$ cat src/rtl/dmem_access_unit.sv
// rtl/dmem_access_unit.sv - multi-cycle load/store initiator for a registered-address data memory
// Sub-word stores are read-modify-write; sub-word loads are lane-selected and extended.
module dmem_access_unit #(
  parameter int DATA_WIDTH = 32,
  parameter int ADDR_WIDTH = 32
) (
  input  logic                  clk,
  input  logic                  rst,
  input  logic                  req_valid,
  output logic                  req_ready,
  input  logic                  req_write,
  input  logic [1:0]            req_size,
  input  logic                  req_signed,
  input  logic [ADDR_WIDTH-1:0] req_addr,
  input  logic [DATA_WIDTH-1:0] req_wdata,
  output logic                  resp_valid,
  output logic [DATA_WIDTH-1:0] resp_rdata,
  output logic                  resp_error,
  output logic [ADDR_WIDTH-1:0] mem_addr,
  output logic [DATA_WIDTH-1:0] mem_wdata,
  output logic                  mem_we,
  input  logic [DATA_WIDTH-1:0] mem_rdata
);

  typedef enum logic [2:0] {
    S_IDLE,
    S_ISSUE,
    S_CAPTURE,
    S_ISSUE_W,
    S_RESP
  } state_t;

  state_t          r_state;
  logic            r_write;
  logic [1:0]      r_size;
  logic            r_signed;
  logic [1:0]      r_off;
  logic [15:0]     r_wdata;

  logic                  w_accept;
  logic                  w_illegal;
  logic [7:0]            w_byte;
  logic [15:0]           w_half;
  logic [DATA_WIDTH-1:0] w_load_ext;
  logic [DATA_WIDTH-1:0] w_merged;

  assign req_ready = (r_state == S_IDLE);
  assign w_accept  = req_valid && req_ready;
  assign w_illegal = (req_size == 2'd3) ||
                     (req_size == 2'd1 && req_addr[0]) ||
                     (req_size == 2'd2 && req_addr[1:0] != 2'b00);

  // Little-endian lane pick from the word returned in CAPTURE.
  assign w_byte = mem_rdata[{r_off, 3'b000} +: 8];
  assign w_half = r_off[1] ? mem_rdata[31:16] : mem_rdata[15:0];

  always_comb begin
    case (r_size)
      2'd0:    w_load_ext = {{(DATA_WIDTH-8){r_signed & w_byte[7]}}, w_byte};
      2'd1:    w_load_ext = {{(DATA_WIDTH-16){r_signed & w_half[15]}}, w_half};
      default: w_load_ext = mem_rdata;
    endcase
  end

  always_comb begin
    w_merged = mem_rdata;
    if (r_size == 2'd0)
      w_merged[{r_off, 3'b000} +: 8] = r_wdata[7:0];
    else
      w_merged[{r_off[1], 4'b0000} +: 16] = r_wdata[15:0];
  end

  always_ff @(posedge clk or posedge rst) begin
    if (rst) begin
      r_state    <= S_IDLE;
      r_write    <= 1'b0;
      r_size     <= 2'd0;
      r_signed   <= 1'b0;
      r_off      <= 2'd0;
      r_wdata    <= '0;
      mem_addr   <= '0;
      mem_wdata  <= '0;
      mem_we     <= 1'b0;
      resp_valid <= 1'b0;
      resp_rdata <= '0;
      resp_error <= 1'b0;
    end else begin
      case (r_state)
        S_IDLE: begin
          if (w_accept) begin
            r_write  <= req_write;
            r_size   <= req_size;
            r_signed <= req_signed;
            r_off    <= req_addr[1:0];
            r_wdata  <= req_wdata[15:0];
            if (w_illegal) begin
              resp_valid <= 1'b1;
              resp_error <= 1'b1;
              resp_rdata <= '0;
              r_state    <= S_RESP;
            end else begin
              mem_addr <= {req_addr[ADDR_WIDTH-1:2], 2'b00};
              if (req_write && req_size == 2'd2) begin
                mem_wdata <= req_wdata;
                mem_we    <= 1'b1;
              end else begin
                mem_we <= 1'b0;
              end
              r_state <= S_ISSUE;
            end
          end
        end
        S_ISSUE: begin
          mem_we <= 1'b0;
          if (r_write && r_size == 2'd2) begin
            resp_valid <= 1'b1;
            resp_error <= 1'b0;
            resp_rdata <= '0;
            r_state    <= S_RESP;
          end else begin
            r_state <= S_CAPTURE;
          end
        end
        S_CAPTURE: begin
          if (!r_write) begin
            resp_rdata <= w_load_ext;
            resp_valid <= 1'b1;
            resp_error <= 1'b0;
            r_state    <= S_RESP;
          end else begin
            mem_wdata <= w_merged;
            mem_we    <= 1'b1;
            r_state   <= S_ISSUE_W;
          end
        end
        S_ISSUE_W: begin
          mem_we     <= 1'b0;
          resp_valid <= 1'b1;
          resp_error <= 1'b0;
          resp_rdata <= '0;
          r_state    <= S_RESP;
        end
        S_RESP: begin
          resp_valid <= 1'b0;
          resp_error <= 1'b0;
          resp_rdata <= '0;
          r_state    <= S_IDLE;
        end
        default: r_state <= S_IDLE;
      endcase
    end
  end

endmodule
$ cat config.mk
export PLATFORM = sky130hd
export DESIGN_NAME = dmem_access_unit
export DESIGN_NICKNAME = d
export VERILOG_FILES = /design/src/rtl/dmem_access_unit.sv
export SDC_FILE = /design/constraint.sdc
export NUM_CORES = 1
export LEC_CHECK = 0
export CORE_UTILIZATION = 31
export CTS_BUF_LIST = sky130_fd_sc_hd__clkbuf_8
export DETAILED_ROUTE_END_ITERATION = 8
export GPL_ROUTABILITY_DRIVEN = 0
export HOLD_SLACK_MARGIN = 0.15
export SLEW_MARGIN = 20
export SYNTH_ARGS = -nofsm -noshare
export SYNTH_HDL_FRONTEND = slang
export SYNTH_SLANG_ARGS = --single-unit
$ cat constraint.sdc
create_clock -name clk -period 5.2 [get_ports clk]
set_clock_uncertainty 0.15 [all_clocks]
set_input_delay 1.04 -clock clk [delete_from_list [all_inputs] [get_ports clk]]
set_output_delay 1.04 -clock clk [all_outputs]
set_load 0.05 [all_outputs]
**Yosys cells after proc, flatten, opt, wreduce, memory -nomap -nowiden**

Index checks and enable logic that the tools add are counted.

- Register bits after elaboration: 122
- Input bits: 103
- Output and inout bits: 100
- Logic and storage cells: 93

- Add/sub/neg operators: 2
- Equality and inequality tests: 16
- Shift operators: 5
- Multiplexer cells: 33
- Bitwise gates (word level): 3
- Reductions and logical operators: 22

Operators with widths:

| operator | number |
|---|---|
| two-way mux 32 bit | 9 |
| one-hot mux 32 bit (2 select lines) | 2 |
| one-hot mux 32 bit (4 select lines) | 1 |
| bitwise mux 32 bit | 2 |
| variable shift 16 x 7 -> 32 bit (first input constant) | 1 |
| variable shift 8 x 7 -> 32 bit (first input constant) | 1 |
| indexed part select 16 x 7 -> 32 bit | 1 |
| indexed part select 32 x 6 -> 8 bit | 1 |
| indexed part select 8 x 7 -> 32 bit | 1 |
| two-way mux 16 bit | 1 |
| AND reduction 5 bit | 3 |
| negation 5 -> 7 bit | 2 |
| two-way mux 3 bit | 4 |
| one-hot mux 3 bit (4 select lines) | 1 |
| two-way mux 1 bit | 10 |
| inequality test 2 bit (second input constant) | 4 |
| equality test 2 bit (second input constant) | 3 |
| equality test 3 x 2 -> 1 bit (second input constant) | 2 |
| inequality test 2 x 1 -> 1 bit (second input constant) | 3 |
| logical AND 1 bit | 5 |
| one-hot mux 1 bit (5 select lines) | 1 |
| nonzero test 5 bit | 1 |
| equality test 2 x 1 -> 1 bit (second input constant) | 2 |
| one-hot mux 1 bit (4 select lines) | 1 |
| 15 further kinds | 19 |

**Longest topological paths before layout**

- Depth after elaboration: 7
- Depth in mapped cells: 9
- Mapped depth without buffers: 6

**Worst setup path after synthesis**

OpenSTA, ideal clock, no wires.

- Kind: reg2out
- Start point: register r_state[2]
- End point: output port req_ready
- Arrival: 1.796 ns
- Data required time: 4.010 ns
- Setup slack: 2.214 ns
- Stages on the path, launching flop included: 3
- Buffers on the path: 1
- Cells stage by stage: dfrtp_1 buf_2 nor3_1

- Cells in the longest elaborated chain, start to end: 1

RTL lines:

| item | line | source |
|---|---|---|
| start, declared | 33 | `state_t r_state;` |
| start signal, assigned | 75 | `r_state <= S_IDLE;` |
| start signal, assigned | 100 | `r_state <= S_RESP;` |
| start signal, assigned | 109 | `r_state <= S_ISSUE;` |
| logical NOT 3 bit | 47 | `assign req_ready = (r_state == S_IDLE);` |
| end, declared | 10 | `output logic req_ready,` |

No other way between the ends.

**Worst setup path after layout**

Same ends and word-level chain as after synthesis.

==> impl_metrics.prom <==
# TYPE chip_impl_metric gauge
chip_impl_metric{name="row_count",unit=""} 53
chip_impl_metric{name="syn-mean-instance-area",unit="um^2"} 11.1
chip_impl_metric{name="peakVddDrop",unit="uV"} 397
chip_impl_metric{name="core_area",unit="um^2"} 21000
chip_impl_metric{name="final.setup.tns",unit="ns"} 0
chip_impl_metric{name="synth_warnings",unit=""} 0
chip_impl_metric{name="cts.clk_slew.worst_paths",unit="ns"} 0.07
chip_impl_metric{name="track_usage",unit="%"} 20.5
chip_impl_metric{name="post-cts-setup-buffers",unit=""} 0
chip_impl_metric{name="drt_drc_violations_left",unit=""} 0
chip_impl_metric{name="portBuffers",unit=""} 200
chip_impl_metric{name="cts_hold_buf",unit=""} 0
chip_impl_metric{name="dr.first_iter.drc_count",unit=""} 394
chip_impl_metric{name="netlist_instances",unit=""} 600
chip_impl_info{name="critical_path.reg2reg.endpoint",value="mem_wdata[16]$_DFFE_PP0P_"} 1
chip_impl_metric{name="hold_viol",unit=""} 0
chip_impl_metric{name="max-cap-violations",unit=""} 0
chip_impl_metric{name="crit_fanout",unit=""} 12
chip_impl_info{name="tritoncts",value="built"} 1
chip_impl_metric{name="layout-area-overhead-vs-synth",unit="%"} 39.5
chip_impl_info{name="setup.worst_path.start_class",value="register"} 1
chip_impl_metric{name="firstDrtPassIters",unit=""} 5
chip_impl_metric{name="cts_made_buffers",unit=""} 17
chip_impl_info{name="critPathLaunch",value="r_state[2]$_DFFE_PP0P_"} 1
chip_impl_metric{name="grt_pass1_wl",unit="um"} 33600
chip_impl_info{name="status",value="finished, final reports clean"} 1
chip_impl_metric{name="wirelength",unit="um"} 22100
chip_impl_metric{name="mappedNetlistArea",unit="um^2"} 6650
chip_impl_info{name="r2r-start",value="r_off[1]$_DFFE_PP0P_"} 1
chip_impl_metric{name="ctsHtreeMaxLevel",unit=""} 4
chip_impl_metric{name="die_height",unit="um"} 148
chip_impl_metric{name="final_antenna_net_count",unit=""} 0
chip_impl_metric{name="cts-root-to-sink-buffers",unit=""} 2
chip_impl_metric{name="synth_edf_count",unit=""} 0
chip_impl_metric{name="finalWorstPathRequiredPeriod",unit="ns"} 3.62
chip_impl_metric{name="die_x",unit="um"} 148
chip_impl_metric{name="post-layout-total-power",unit="mW"} 6.40
chip_impl_metric{name="synth.distinct_cells",unit=""} 55
chip_impl_metric{name="layout-drive-gt1-share",unit="%"} 18.5
chip_impl_metric{name="via_per_inst",unit=""} 5.34
chip_impl_metric{name="crit_arrival",unit="ns"} 2.43
chip_impl_metric{name="n_antenna_cell",unit=""} 0
chip_impl_metric{name="start_util",unit="%"} 31.6
chip_impl_metric{name="number_of_global_route_vias_before_repair",unit=""} 5537
chip_impl_metric{name="drt-wirelength-per-cell",unit="um"} 20.7
chip_impl_metric{name="dieArea",unit="um^2"} 22000
chip_impl_info{name="ys_flop_type",value="dfrtp_1"} 1
chip_impl_metric{name="critical_path.max_stage_delay",unit="ns"} 0.91
chip_impl_metric{name="num_vias",unit=""} 5689
chip_impl_metric{name="design.final.nets",unit=""} 887
chip_impl_metric{name="clock_sink_count",unit=""} 122
chip_impl_info{name="setup_repair_after_global_routing_missed_its_margin",value="no"} 1
chip_impl_info{name="crit_path_end",value="req_ready"} 1
chip_impl_metric{name="maxClockFrequency",unit="MHz"} 276
chip_impl_info{name="min-delay-path-class",value="reg -> reg"} 1
chip_impl_info{name="path_cells",value="nor3_1 -> clkdlybuf4s50_1"} 1
chip_impl_metric{name="fillers",unit=""} 1992
chip_impl_info{name="timing.critical_path.to_type",value="primary output"} 1
chip_impl_metric{name="io_pins",unit=""} 203
chip_impl_metric{name="critical_path_required",unit="ns"} 4.01
chip_impl_metric{name="clock_latency_reported_for_the_late_side_of_the_worst_skew_pair",unit="ns"} 0.46
chip_impl_metric{name="worst-r2r-cell-count",unit=""} 6
chip_impl_metric{name="postCtsResizedCells",unit=""} 0
chip_impl_metric{name="finalSetupViolations",unit=""} 0
chip_impl_metric{name="worst-slew-pin-transition",unit="ns"} 1.11
chip_impl_metric{name="leakage",unit="nW"} 3.71
chip_impl_metric{name="finalCritPeriodShare",unit="%"} 69.7
chip_impl_metric{name="hpwlAfterDp",unit="um"} 15800
chip_impl_info{name="slowest_stage",value="clkdlybuf4s50_1"} 1
chip_impl_info{name="path_class",value="reg -> out"} 1
chip_impl_metric{name="synth-seq-cells",unit=""} 122
chip_impl_metric{name="power_per_cell_area",unit="nW/um^2"} 690
chip_impl_metric{name="grt_residual_overflow",unit=""} 0
chip_impl_metric{name="timing.max_slew.rel_slack",unit="%"} 25.4
chip_impl_metric{name="antenna_found_initial",unit=""} 1
chip_impl_metric{name="async_flop_share",unit="%"} 100
chip_impl_metric{name="synth_sequential_area_ratio",unit="%"} 45.9
chip_impl_metric{name="grt_start_max_net_pins",unit=""} 71
chip_impl_metric{name="maxSlewViolCount",unit=""} 0
chip_impl_metric{name="r2r_slack",unit="ns"} 2.09
chip_impl_info{name="clk_root_buffer_cell",value="clkbuf_8"} 1
==> layout by cell type (no fill, tap or decap), drive strengths merged, types with 6 or more instances in the layout <==
cell             n
o2bb2ai         13
and2            12
a22o            10
nor2             6
dfrtp          122
clkdlybuf4s50  200
o21ai           17
a311oi          22
clkbuf          20
mux2            84
clkinv           6
a221o           26
nand2b          11
inv             12
a21oi           27
a211oi          23
buf             13
o31ai           23
nor2b           38
mux2i           15
nand2           33
==> per-stage QoR <==
stage                     cells  util [%]  cell area [um^2]  hold WS, ns  setup slack, ns
after global routing       1065      44.1              9270        0.359             1.41
after detailed placement   1035      42.3              8890        0.328             1.30
after floorplan             601         -              6650        0.352            0.767
final                      1065      44.1              9270        0.346             1.58
after CTS                  1065      44.1              9270        0.348             1.56
after global placement     1035      42.3              8880        0.324             1.36
==> synthesized netlist by cell type, drive strengths merged, types with 12 or more instances <==
cell,count,area [um^2]
dfrtp,122,3050
a211oi,23,173
mux2i,15,150
nand2,33,124
and2,12,75.1
nor2b,38,238
a311oi,22,193
a221o,26,273
a21oi,27,135
mux2,84,946
clkbuf,35,131
buf,19,110
o2bb2ai,13,114
o21ai,17,85.1
o31ai,23,173
==> flip-flops by register name, indices dropped and copies added, names as in the netlist, 2 cells and up <==
name,flops
r_size,2
r_wdata,16
mem_addr,30
resp_rdata,32
r_off,2
mem_wdata,32
r_state,3
==> cell families (layout without fill, tap and decap cells) <==
| family | Yosys count | count (layout) | synth area share (%) |
|---|---|---|---|
| AOI/OAI and AO/OA | 183 | 183 | 21.7 |
| and+or+nand+nor | 124 | 124 | 10.6 |
| DFF | 122 | 122 | 45.9 |
| muxes | 99 | 99 | 16.5 |
| buffers and inverters | 66 | 255 | 4.31 |
| adders and majority gates | 5 | 5 | 0.941 |
| other | 1 | 2 | 0.0564 |
==> area by class of cell <==
cell class                 instances  area [um^2]  area share [%]
tap                              275          344            3.71
multi-input combinational        413         3340            36.0
inverter                          12         47.5           0.513
sequential                       122         3050            32.9
clock inverter                    10          103            1.11
clock buffer                      20          275            2.97
timing repair buffer             213         2110            22.8
==> routing by layer <==
metal  up-vias  part of all wire, %  track usage (%)  wire [um]
met1      2779                   45             27.6      10000
met5         -                0.050                0         11
li1       2638                    -                -          -
met3        19                  8.7             7.36       1910
met2       251                   45             30.9       9820
met4         2                  1.3             5.21        286
==> critical path: cells and delay by family, from the launching register on <==
kind	cells	cell delay, ns
DFF	1	0.53
and+or+nand+nor	1	0.54
buffers and inverters	1	0.91
==> worst min path at each step <==
stage	from	endpoint	slack (ns)	cells after the start
final	mem_addr[28]$_DFFE_PP0P_	mem_addr[28]$_DFFE_PP0P_	0.35	1
after global routing	mem_addr[28]$_DFFE_PP0P_	mem_addr[28]$_DFFE_PP0P_	0.36	1
after detailed placement	resp_rdata[5]$_DFFE_PP0P_	resp_rdata[5]$_DFFE_PP0P_	0.33	1
after global placement	mem_addr[28]$_DFFE_PP0P_	mem_addr[28]$_DFFE_PP0P_	0.32	1
after CTS	mem_addr[28]$_DFFE_PP0P_	mem_addr[28]$_DFFE_PP0P_	0.35	1
after floorplan	r_wdata[13]$_DFFE_PP0P_	r_wdata[13]$_DFFE_PP0P_	0.35	1
==> where the power goes <==
group	internal, mW	total [mW]	switching, mW
Combinational	1.43	3.82	2.40
Clock	0.451	0.843	0.392
Sequential	1.38	1.74	0.359
Total	3.25	6.40	3.15
No activity file was read; power rests on OpenSTA's default activity.
